===== src/rtl/seq_counter_pkg.sv =====
// Shared helpers for the table-driven sequence counter: index/length
// width calculation, the identity code loaded into the table on reset,
// and the per-edge action encoding used by the counter's next-state logic.
package seq_counter_pkg;

  // Index width for a table of 'depth' entries (at least one bit).
  function automatic int calc_idx_w(input int depth);
    return (depth < 2) ? 1 : $clog2(depth);
  endfunction

  // Length register width: one extra bit so that len == DEPTH is representable.
  function automatic int calc_len_w(input int depth);
    return calc_idx_w(depth) + 1;
  endfunction

  // Reset contents of table entry 'entry': its own index modulo 2^width.
  function automatic int identity_code(input int entry, input int width);
    return entry & ((1 << width) - 1);
  endfunction

  // Which operation owns the index on a given edge, in priority order.
  typedef enum logic [1:0] {
    ACT_HOLD  = 2'd0,
    ACT_LEN   = 2'd1,
    ACT_LOAD  = 2'd2,
    ACT_COUNT = 2'd3
  } act_e;

endpackage


===== src/rtl/seq_table.sv =====
// DEPTH x WIDTH code table: identity contents on clear, one synchronous
// write port, one combinational read port.
module seq_table
  import seq_counter_pkg::*;
#(
  parameter int WIDTH = 4,
  parameter int DEPTH = 16,
  parameter int IDX_W = calc_idx_w(DEPTH)
) (
  input  logic             clk,
  input  logic             clear,
  input  logic             we,
  input  logic [IDX_W-1:0] waddr,
  input  logic [WIDTH-1:0] wdata,
  input  logic [IDX_W-1:0] raddr,
  output logic [WIDTH-1:0] rdata
);

  logic [WIDTH-1:0] mem_q [DEPTH];

  // One register per entry so each can reset to its own identity code.
  // Addresses at or beyond DEPTH match no entry and are dropped.
  for (genvar gi = 0; gi < DEPTH; gi++) begin : g_entry
    // Entry gi: identity on clear, otherwise take a matching write.
    always_ff @(posedge clk or posedge clear) begin
      if (clear) begin
        mem_q[gi] <= WIDTH'(identity_code(gi, WIDTH));
      end else if (we && (waddr == IDX_W'(gi))) begin
        mem_q[gi] <= wdata;
      end
    end
  end

  // The counter keeps its index below len <= DEPTH, so the read is in range.
  assign rdata = mem_q[raddr];

endmodule


===== src/rtl/seq_table_counter.sv =====
// Arbitrary-sequence counter: walks an index through a programmable
// table of codes, forward or reverse, wrapping or halting at the ends,
// with a synchronous load and a run-time sequence length.
module seq_table_counter
  import seq_counter_pkg::*;
#(
  parameter int WIDTH = 4,
  parameter int DEPTH = 16,
  parameter int IDX_W = calc_idx_w(DEPTH)
) (
  input  logic             clk,
  input  logic             clear,
  input  logic             en,
  input  logic             dir,
  input  logic             wrap_en,
  input  logic             prog_we,
  input  logic [IDX_W-1:0] prog_addr,
  input  logic [WIDTH-1:0] prog_data,
  input  logic             len_we,
  input  logic [IDX_W:0]   len_data,
  input  logic             load,
  input  logic [IDX_W-1:0] load_idx,
  output logic [WIDTH-1:0] q,
  output logic [IDX_W-1:0] idx,
  output logic             tc,
  output logic             halted,
  output logic             len_err
);

  localparam int LEN_W = IDX_W + 1;

  logic [IDX_W-1:0] idx_q, idx_d;
  logic [LEN_W-1:0] len_q, len_d;
  logic             halted_q, halted_d;
  logic             len_err_q, len_err_d;

  logic [IDX_W-1:0] last_idx;
  logic             len_ok;
  act_e             act;

  seq_table #(
    .WIDTH (WIDTH),
    .DEPTH (DEPTH),
    .IDX_W (IDX_W)
  ) u_table (
    .clk   (clk),
    .clear (clear),
    .we    (prog_we),
    .waddr (prog_addr),
    .wdata (prog_data),
    .raddr (idx_q),
    .rdata (q)
  );

  // len is never 0, so len-1 always fits the index width.
  assign last_idx = IDX_W'(len_q - LEN_W'(1));
  assign len_ok   = (len_data != '0) && (len_data <= LEN_W'(DEPTH));

  // Pick the single operation that owns this edge: length > load > count.
  always_comb begin
    act = ACT_HOLD;
    if (len_we) begin
      act = ACT_LEN;
    end else if (load) begin
      act = ACT_LOAD;
    end else if (en && !halted_q) begin
      act = ACT_COUNT;
    end
  end

  // Next-state for index, length, halt flag and length-error pulse.
  always_comb begin
    idx_d     = idx_q;
    len_d     = len_q;
    halted_d  = halted_q;
    len_err_d = 1'b0;
    unique case (act)
      ACT_LEN: begin
        if (len_ok) begin
          len_d = len_data;
          // Shrinking below the current position restarts the sequence.
          if (len_data <= {1'b0, idx_q}) begin
            idx_d    = '0;
            halted_d = 1'b0;
          end
        end else begin
          len_err_d = 1'b1;
        end
      end
      ACT_LOAD: begin
        idx_d    = (load_idx > last_idx) ? last_idx : load_idx;
        halted_d = 1'b0;
      end
      ACT_COUNT: begin
        if (dir) begin
          if (idx_q == last_idx) begin
            if (wrap_en) idx_d    = '0;
            else         halted_d = 1'b1;
          end else begin
            idx_d = idx_q + IDX_W'(1);
          end
        end else begin
          if (idx_q == '0) begin
            if (wrap_en) idx_d    = last_idx;
            else         halted_d = 1'b1;
          end else begin
            idx_d = idx_q - IDX_W'(1);
          end
        end
      end
      default: ;
    endcase
  end

  // Counter state registers; clear restores a full-length sequence at index 0.
  always_ff @(posedge clk or posedge clear) begin
    if (clear) begin
      idx_q     <= '0;
      len_q     <= LEN_W'(DEPTH);
      halted_q  <= 1'b0;
      len_err_q <= 1'b0;
    end else begin
      idx_q     <= idx_d;
      len_q     <= len_d;
      halted_q  <= halted_d;
      len_err_q <= len_err_d;
    end
  end

  // Terminal decode follows the live direction input.
  always_comb begin
    tc = dir ? (idx_q == last_idx) : (idx_q == '0);
  end

  assign idx     = idx_q;
  assign halted  = halted_q;
  assign len_err = len_err_q;

endmodule


===== config.mk =====
export PLATFORM = sky130hd
export DESIGN_NAME = seq_table_counter
export DESIGN_NICKNAME = d
export VERILOG_FILES = /design/src/rtl/seq_counter_pkg.sv /design/src/rtl/seq_table.sv /design/src/rtl/seq_table_counter.sv
export SDC_FILE = /design/constraint.sdc
export NUM_CORES = 1
export LEC_CHECK = 0
export CORE_UTILIZATION = 42
export CTS_CLUSTER_DIAMETER = 200
export CTS_CLUSTER_SIZE = 16
export DETAILED_ROUTE_END_ITERATION = 16
export GPL_TIMING_DRIVEN = 0
export PLACE_DENSITY = 0.6
export SLEW_MARGIN = 15
export SYNTH_ARGS = -nofsm -noshare
export SYNTH_HDL_FRONTEND = slang
export SYNTH_SLANG_ARGS = --single-unit

===== constraint.sdc =====
create_clock -name clk -period 3.4 [get_ports clk]
set_input_delay 0.68 -clock clk [delete_from_list [all_inputs] [get_ports clk]]
set_output_delay 0.68 -clock clk [all_outputs]
set_load 0.03 [all_outputs]

Word level (Yosys, flattened, before mapping)
Index checks and enable logic that the tools add are counted.
{ "word_totals": {"ff_bits": 74, "input_bits": 25, "word_cells": 104} }
{ "classes": {"add_sub_neg": 3, "order_cmp": 4, "n_eq_ne": 25, "mux": 25, "bitwise_logic": 1, "n_reduce_logical": 26} }
{ "ops": {"columns": ["op", "n"], "rows": [
  ["$mux 4", 10],
  ["$eq 4x4->1 const B", 8],
  ["$logic_and 1x1->1", 18],
  ["$bmux 4 s4", 1],
  ["$eq 4x3->1 const B", 4],
  ["$pmux 4 s3", 1],
  ["$reduce_and 5->1", 2],
  ["$mux 1", 9],
  ["$eq 4x2->1 const B", 2],
  ["$logic_not 4->1", 2],
  ["$ne 4x4->1 const B", 2],
  ["$sub 4x1->4 const B", 2],
  ["$mux 2", 3],
  ["$ne 3x3->1 const B", 2],
  ["$ge 5x5->1 const B", 1],
  ["$le 5x4->1", 1],
  ["$le 5x5->1 const B", 1],
  ["$not 4->5", 1],
  ["$reduce_bool 5->1", 1],
  ["$add 4x1->4 const B", 1],
  ["$eq 2x2->1 const B", 2],
  ["$eq 4x1->1 const B", 1],
  ["$eq 4x4->1", 1],
  ["$gt 4x4->1", 1],
  ["other kinds (6)", 7]
]} }

Depth between registers and ports, before layout
Gate-level depths: netlist of run 1.
{ "logic_depth": {"word_depth": 8, "mapped_depth": 11, "ltp_nobuf": 11} }

Hierarchy
Synthesis of run 1 repeated with hierarchy kept, for this count alone.
{ "unflattened": {"hier_cells": 314, "area_unflattened_um2": 4105.2} }
{ "by_module_without_submodules": {"columns": ["mod", "n_inst", "cells_per_inst", "area_per_inst_um2", "seq_area_each_um2"], "rows": [
  ["seq_table", 1, 196, 3059.2, 1641.6],
  ["seq_table_counter", 1, 118, 1046.0, 250.2]
]} }

Least setup slack after synthesis of run 1
Ideal clock, no wire load.
{ "synth_path": {"path_kind": "register to output", "start": "register idx_q[0], in the netlist idx[0]", "end": "output q[0]", "arrival_ns": 2.128, "required_ns": 2.720, "setup_slack_ns": 0.592, "path_stages_with_launch": 4, "path_buffers": 1, "path_cell_list": "dfrtp_1 buf_1 mux4_2 mux4_2"} }
{ "synth_between": {"elab_chain_cells": 4} }
{ "synth_rtl": {"columns": ["element", "line_no", "rtl"], "rows": [
  ["start: declaration", "seq_table_counter.sv:32", "logic [IDX_W-1:0] idx_q, idx_d;"],
  ["start signal: assignment", "seq_table_counter.sv:123", "idx_q <= idx_d;"],
  ["$not 4->5 (implied by the code)", "seq_table.sv:35", "assign rdata = mem_q[raddr];"],
  ["$bmux 4 s4", "seq_table.sv:35", null],
  ["$mux 4 (implied by the code) (2 in a row)", "seq_table.sv:35", null],
  ["end: declaration", "seq_table_counter.sv:23", "output logic [WIDTH-1:0] q,"]
]} }
No other way between the ends. The select of a mux whose other input is x is not followed.

Worst setup path in the final report of run 1
{ "layout_path": {"start": "register idx_q[0], in the netlist idx[0]", "end": "output q[3]"} }
The elaborated chain is that of the path after synthesis.

==> summary.md, run 1 <==
| Metric | Value |
|---|---|
| Total power | between 3 and 4 mW |
| Max incr delay on CP | 580 ps |
| Routed vias/inst | 5.44 |
| TritonCTS Buffers | 9 |
| Synthesis warning total | 0 |
| Hold Crit Class | flop to flop |
| CP Launch Type | flop |
| Synth cell types | 50 |
| Core Util, Final | 51.4% |
| Max Freq | between 0.3 and 0.4 GHz |
| Syn_nets | 335 |
| Synth Register Bits | 74 |
| Wirelength per Cell | between 15 and 20 microns |
| Final Net Count | about 380 |
| DRT antenna net count | 0 |
| Total overflow reported by the global router | 0 |
| Longest Clk Path Bufs | 2 |
| Max Used Layer | met4 |
| Post-synthesis async set-or-reset flop share | 100% |
| Area grow syn2layout | 18.2% |
| Placed Cells | 463 |
| Slew Viols, Final | 0 |
| Worst Skew | 3.18 ps |
| Vias in the first global route | around 2.7k |
| Placer Congestion | 0.815 |
| Most frequently used flop master after synthesis | dfrtp_1 |
| First-pass GRT wire length | around 15 mm |
| Die H | about 100 microns |
| Leakage | 1.92 nW |
| Layout fillers | approximately 820 |
| Worst Path Arrival | between 2000 and 3000 ps |
| Hold Path Depth | 1 |
| Initial Util | 43.5% |
| Initial DRC count | 107 |
| Hpwl dp | 6.67 mm |
| Synth top area cells | dfrtp_1 26%, dfstp_2 21%, mux2_2 18%, mux4_2 11%, ha_1 3.4% |
| Most frequent cell after synthesis | mux2_2 |
| FP Rows | 35 |
| Via count | approximately 2.6k |
| Post-synthesis sequential area ratio | a little under half |
| Crit Path Max Fanout | 10 |
| WS Path Type | flop to output port |
| Max-Cap Viols | 0 |
| Total track usage | between 20 and 25% |
| Run status | completed |
| H-tree depth | 3 |
| Post-CTS Repair Setup Buffers | 0 |
| WL met1 | roughly 4.2 mm |
| CTS sink cnt | 74 |
| Final hold vios | 0 |
| Crit. End Element | output port |
| Met2 Wirelength | 4.57 mm |
| Headroom to the max-slew limit | between 60% and 70% |
| CP most frequent cell | mux4_2 |
| Final Instance Count excl. Fillers | approximately 480 |
| Final Cycle Share | a little over nine tenths |
| Post-synth EDFFs | 0 |
| Critical Path RT | 2720 ps |
| RSZ-0062 raised after global routing | no |
| WHS | between 400 and 500 ps |
| Core Region | roughly 0.009 sq mm |
| Post-synth top area cell | dfrtp_1 |
| Synth top cells by count | 65 x mux2_2, 42 x dfrtp_1, 32 x dfstp_2 |
| Reg2Reg Depth | 11 |
| Top Ports | 36 |
| Clock Latency Late Sink | 360 ps |
| Drt first pass iters | 4 |
| Mapped Avg Cell Area | 13.4 sq um |
| DRT Wirelength | roughly 9.2 mm |
| Die width | ~100 microns |
| P per Cell Area | approximately 660 mW/mm^2 |
| Synth Cell Area | 0.00402 sq mm |
| Clock transition at path regs | 80 ps |
| Top cell type's share of synthesized area | between 20% and 30% |
| Met3 wire length | 324 microns |
| # port buffers | 34 |
| Largest net degree at the start of global routing | 42 |
| Setup violations, final | 0 |
| Ordered cell list for the critical path | buf_4 -> mux4_2 -> mux4_2 -> dlygate4sd2_1 |
| Synth Instances | between 200 and 300 |
| Root buffer cell | clkbuf_8 |
| Die Area | between 0.009 and 0.01 sq mm |
| Antenna diodes | 0 |
| Min Tclk post-route | ~3200 ps |
| Worst VDD drop | 0.236 mV |
| CTS tree | yes |
| Drt drc | 0 |
| Slew @ Worst Pin | between 500 and 600 ps |
| CP max-delay cell | mux4_2 |
| Share of cells above drive strength 1 | 42.3% |
| Initial antenna violation count | 0 |
## flip-flops by register name, summed over array words and instances (netlist names)
| signal | cells |
|---|---|
| len_err | 1 |
| len_q | 4 |
| halted | 1 |
| idx | 4 |
| u_table.mem_q | 64 |
## through the flow
step           setup WS [ps]  instance area (sq um)  TNS, ps
4_1_cts                 68.2                   4750        0
5_1_grt                 94.1                   4750        0
6_report                 158                   4750        0
3_5_place_dp            -198                   4540     -740
2_1_floorplan            592                   4020        0
3_3_place_gp            -415                   4520   -17990
## worst max-delay path, delay by kind of cell (launching register included)
family	cells	cell delay [ps]
buffers and inverters	2	660
DFF	1	470
muxes	2	1070
## power breakdown
part / internal (mW) / switching [mW]
registers: 1.14 / 0.120
logic: 0.602 / 0.558
clock network: 0.342 / 0.348
total: 2.09 / 1.03
## layout by cell type, fill, tap and decap left out, types with 3 or more instances in the layout
cell type and instances:
mux4_2 20, clkbuf_8 9, mux2_2 65, nor2_1 13
mux2_1 3, nand3b_1 4, ha_1 11, dlygate4sd2_1 4
nand2b_1 6, a21oi_1 6, xnor2_1 5, nor2b_1 5
o21ai_0 5, dfstp_2 32, inv_1 13, clkdlybuf4s50_1 29
nor4_1 3, dfrtp_1 41, nor3_1 3, buf_4 4
o211ai_1 3, nand2_1 9, clkbuf_1 7
## what timing repair did
action / in CTS / in global routing
setup endpoints to repair: 4 / 1
hold buffers: 0 / 0
gates resized for setup: 11 / 1
## cell families after synthesis
group           after synthesis  share of synthesized area (%)
mux                          91                           31.1
flops                        74                           47.1
simple gates                 59                           8.41
compound gates               29                           5.20
buf+inv                      27                           2.65
fa+ha+maj                    11                           3.42
xor+xnor                      8                           2.12
## layer usage
layer	global-route usage (%)	vias up
met4	8.37	0
met3	3.13	11
met1	26.8	1343
met2	33.8	53
li1	-	1201
met5	0	-
## area by class of cell
class                   instances  area [sq um]  share of cell area [%]
multi-input cells             198          2020                    42.5
flip-flops and latches         74          1890                    39.9
repair buffers                 35           358                    7.53
well taps                     129           161                    3.40
clock buffers                  10           128                    2.69
clock inverters                 6          67.6                    1.42
plain buffers                  12          62.6                    1.32
inverters                      15          58.8                    1.24
## final timing paths
path | startpoint | endpoint | slack, ps
max | idx[0] | q[3] | 160
min | u_table.mem_q[63] | u_table.mem_q[63] | 490
max reg2reg | len_q[0] | idx[1] | 600
min reg2reg | u_table.mem_q[63] | u_table.mem_q[63] | 490
max in group asynchronous | clear | u_table.mem_q[0] | 2030
min in group asynchronous | clear | len_err | 720
Note: power is estimated with default switching activity, not from simulation.
==> inputs of run 2 (changes only) <==
- ABC_AREA: default -> 1
==> summary.md, run 2 <==
| Metric | Value |
|---|---|
| Synth top cells by count | 142 x nand2_1, 104 x o21ai_0, 42 x dfrtp_1 |
| CTS tree | yes |
| Post-synthesis sequential area ratio | 47.3% |
| Longest Clk Path Bufs | 2 |
| Hold Crit Class | flop to flop |
| WHS | approximately 480 ps |
| Vias in the first global route | 3483 |
| Final hold vios | 0 |
| Crit Path Max Fanout | 10 |
| Synthesis warning total | 0 |
| Total track usage | a little under a quarter |
| Post-place setup slack | around 220 ps |
| Leading cell type in the layout, fill and taps excluded | nand2_1 |
| Layout fillers | about 920 |
| Drt first pass iters | 5 |
| Slew @ Worst Pin | 693 ps |
| Post-CTS Resized | 3 |
| Routed vias/inst | between 5 and 6 |
| Post-CTS Repair Setup Buffers | 0 |
| WS Path Type | flop to output port |
| Area grow syn2layout | 18.6% |
| Hold Path Sink | u_table.mem_q[36] |
| Synth cell types | 33 |
| Die width | 99.5 microns |
| Clock Latency Late Sink | 350 ps |
| First-pass GRT wire length | roughly 18 mm |
| Post-synth EDFFs | 0 |
| Hold-fix buffers, CTS | 0 |
| Core Util, Final | about half |
| Fin worst setup slack | 91.9 ps |
| Post-synthesis async set-or-reset flop share | between 90% and 100% |
| FP Rows | 35 |
| Placer Congestion | between 0.8 and 0.9 |
| Top Ports | 36 |
| Worst VDD drop | roughly 0.40 mV |
| Antenna diodes | 0 |
| Final Net Count | just under 600 |
| Initial antenna violation count | 0 |
| Top cell type's share of synthesized area | roughly a quarter |
| DRT antenna net count | 0 |
| CTS sink cnt | 74 |
| Drt drc | 0 |
| Clock transition at path regs | about 90 ps |
| Root buffer cell | clkbuf_8 |
| Via count | 3537 |
| Syn_nets | approximately 540 |
| Critical Path RT | 2720 ps |
| Synth Cell Area | ~0.004 sq mm |
| P per Cell Area | 679 mW/mm^2 |
| Most frequent cell after synthesis | nand2_1 |
| Final Cycle Share | 97.3% |
| DRT Wirelength | between 10 and 15 mm |
| Worst Setup SP | idx[0] |
| Share of cells above drive strength 1 | between 10% and 20% |
| Worst reg2reg startpoint | len_q[0] |
| Synth Instances | about 500 |
| Die H | about 100 microns |
| Core Region | around 0.0092 sq mm |
| Synth top area cells | dfrtp_1 26%, dfstp_2 21%, nand2_1 13%, o21ai_0 13%, nor2_1 3.8% |
| Post-synth top area cell | dfrtp_1 |
| Initial Util | a little over two fifths |
| Synth Register Bits | 74 |
| Largest register FFs | 64 |
| TritonCTS Buffers | 9 |
| Worst Hold Launch | u_table.mem_q[36] |
| Setup violations, final | 0 |
| Max Freq | 0.302 GHz |
| Most frequent cells in the layout | 142 x nand2_1, 104 x o21ai_0, 42 x dfrtp_1, 40 x nor2_1, 33 x inv_1 |
| Hold Path Depth | 2 |
| Total power | 3.22 mW |
| Min Tclk post-route | around 3300 ps |
| Leakage | between 2 and 2.5 nW |
| Initial DRC count | roughly 220 |
| Run status | completed |
| Crit. End Element | output port |
| Total overflow reported by the global router | 0 |
| Slew Viols, Final | 0 |
| Wirelength per Cell | around 15 microns |
| # port buffers | 35 |
| Worst Skew | a little over 10 ps |
| R2R Path End | idx[3] |
| Reg2Reg Depth | 14 |
| Die Area | ~0.01 sq mm |
| CP Launch Type | flop |
| Max-Cap Viols | 0 |
| Largest net degree at the start of global routing | 42 |
| Headroom to the max-slew limit | between 50% and 60% |
| Worst Path Arrival | 2630 ps |
| Largest register by flop count | u_table.mem_q |
| Hpwl dp | between 7 and 8 mm |
| RSZ-0062 raised after global routing | no |
| H-tree depth | 3 |
| Mapped Avg Cell Area | slightly below 8 sq um |
| Most frequently used flop master after synthesis | dfrtp_1 |
| Internal reg-to-reg setup slack | 990 ps |
-- run 2: worst max path at each step --
stage               slack [ps]  cells after the start           endpoint
floorplan                  890                      1             halted
global placement          -410                      2  u_table.mem_q[12]
detailed placement         220                      9                 tc
CTS                         40                      7               q[2]
global route                20                      8               q[3]
finish                      90                      8               q[3]
-- run 2: worst max-delay path: stages, from the launching register on --
cell and delay [ps]:
dfrtp_1 460, buf_6 180, inv_2 120, buf_2 250
o21ai_0 100, o221ai_1 180, o211ai_1 180, nand3_1 130
clkdlybuf4s50_1 670
-- run 2: cell families (layout without fill, tap and decap cells) --
family	after synthesis	count (layout)	synth area share (%)
AOI/OAI and AO/OA	136	136	18.4
xor gates and xnor gates	7	7	1.53
adders and majority gates	11	11	3.44
buffers and inverters	56	107	5.85
DFF	74	74	47.3
and+or+nand+nor	221	221	23.4
-- run 2: layout make-up --
cell class              count  area [sq um]  area share, %
multi-input cells         375          1870           39.5
plain buffers              16          90.1           1.90
flip-flops and latches     74          1890           39.9
clock inverters             7          75.1           1.58
inverters                  39           149           3.14
well taps                 129           161           3.41
repair buffers             36           378           7.97
clock buffers               9           124           2.61
-- run 2: metrics by stage --
step | setup TNS [ps] | std cells | instance area (sq um)
detailed placement | 0 | 670 | 4530
finish | 0 | 685 | 4740
CTS | 0 | 686 | 4730
floorplan | 0 | 505 | 4000
global placement | -16900 | 669 | 4510
global route | 0 | 685 | 4740
-- run 2: where the power goes --
part | total, mW | switching (mW) | internal [mW]
Combinational | 1.29 | 0.806 | 0.483
Clock | 0.698 | 0.354 | 0.344
Sequential | 1.23 | 0.114 | 1.12
Total | 3.22 | 1.27 | 1.94
-- run 2: per-layer routing --
metal / track usage, % / vias to the layer above / share of wire, %
met5: 0 / - / 0
met2: 38.4 / 82 / 47
met1: 31.2 / 1664 / 47
met4: 6.45 / 0 / 2.0
met3: 3.94 / 13 / 3.8
li1: - / 1778 / -
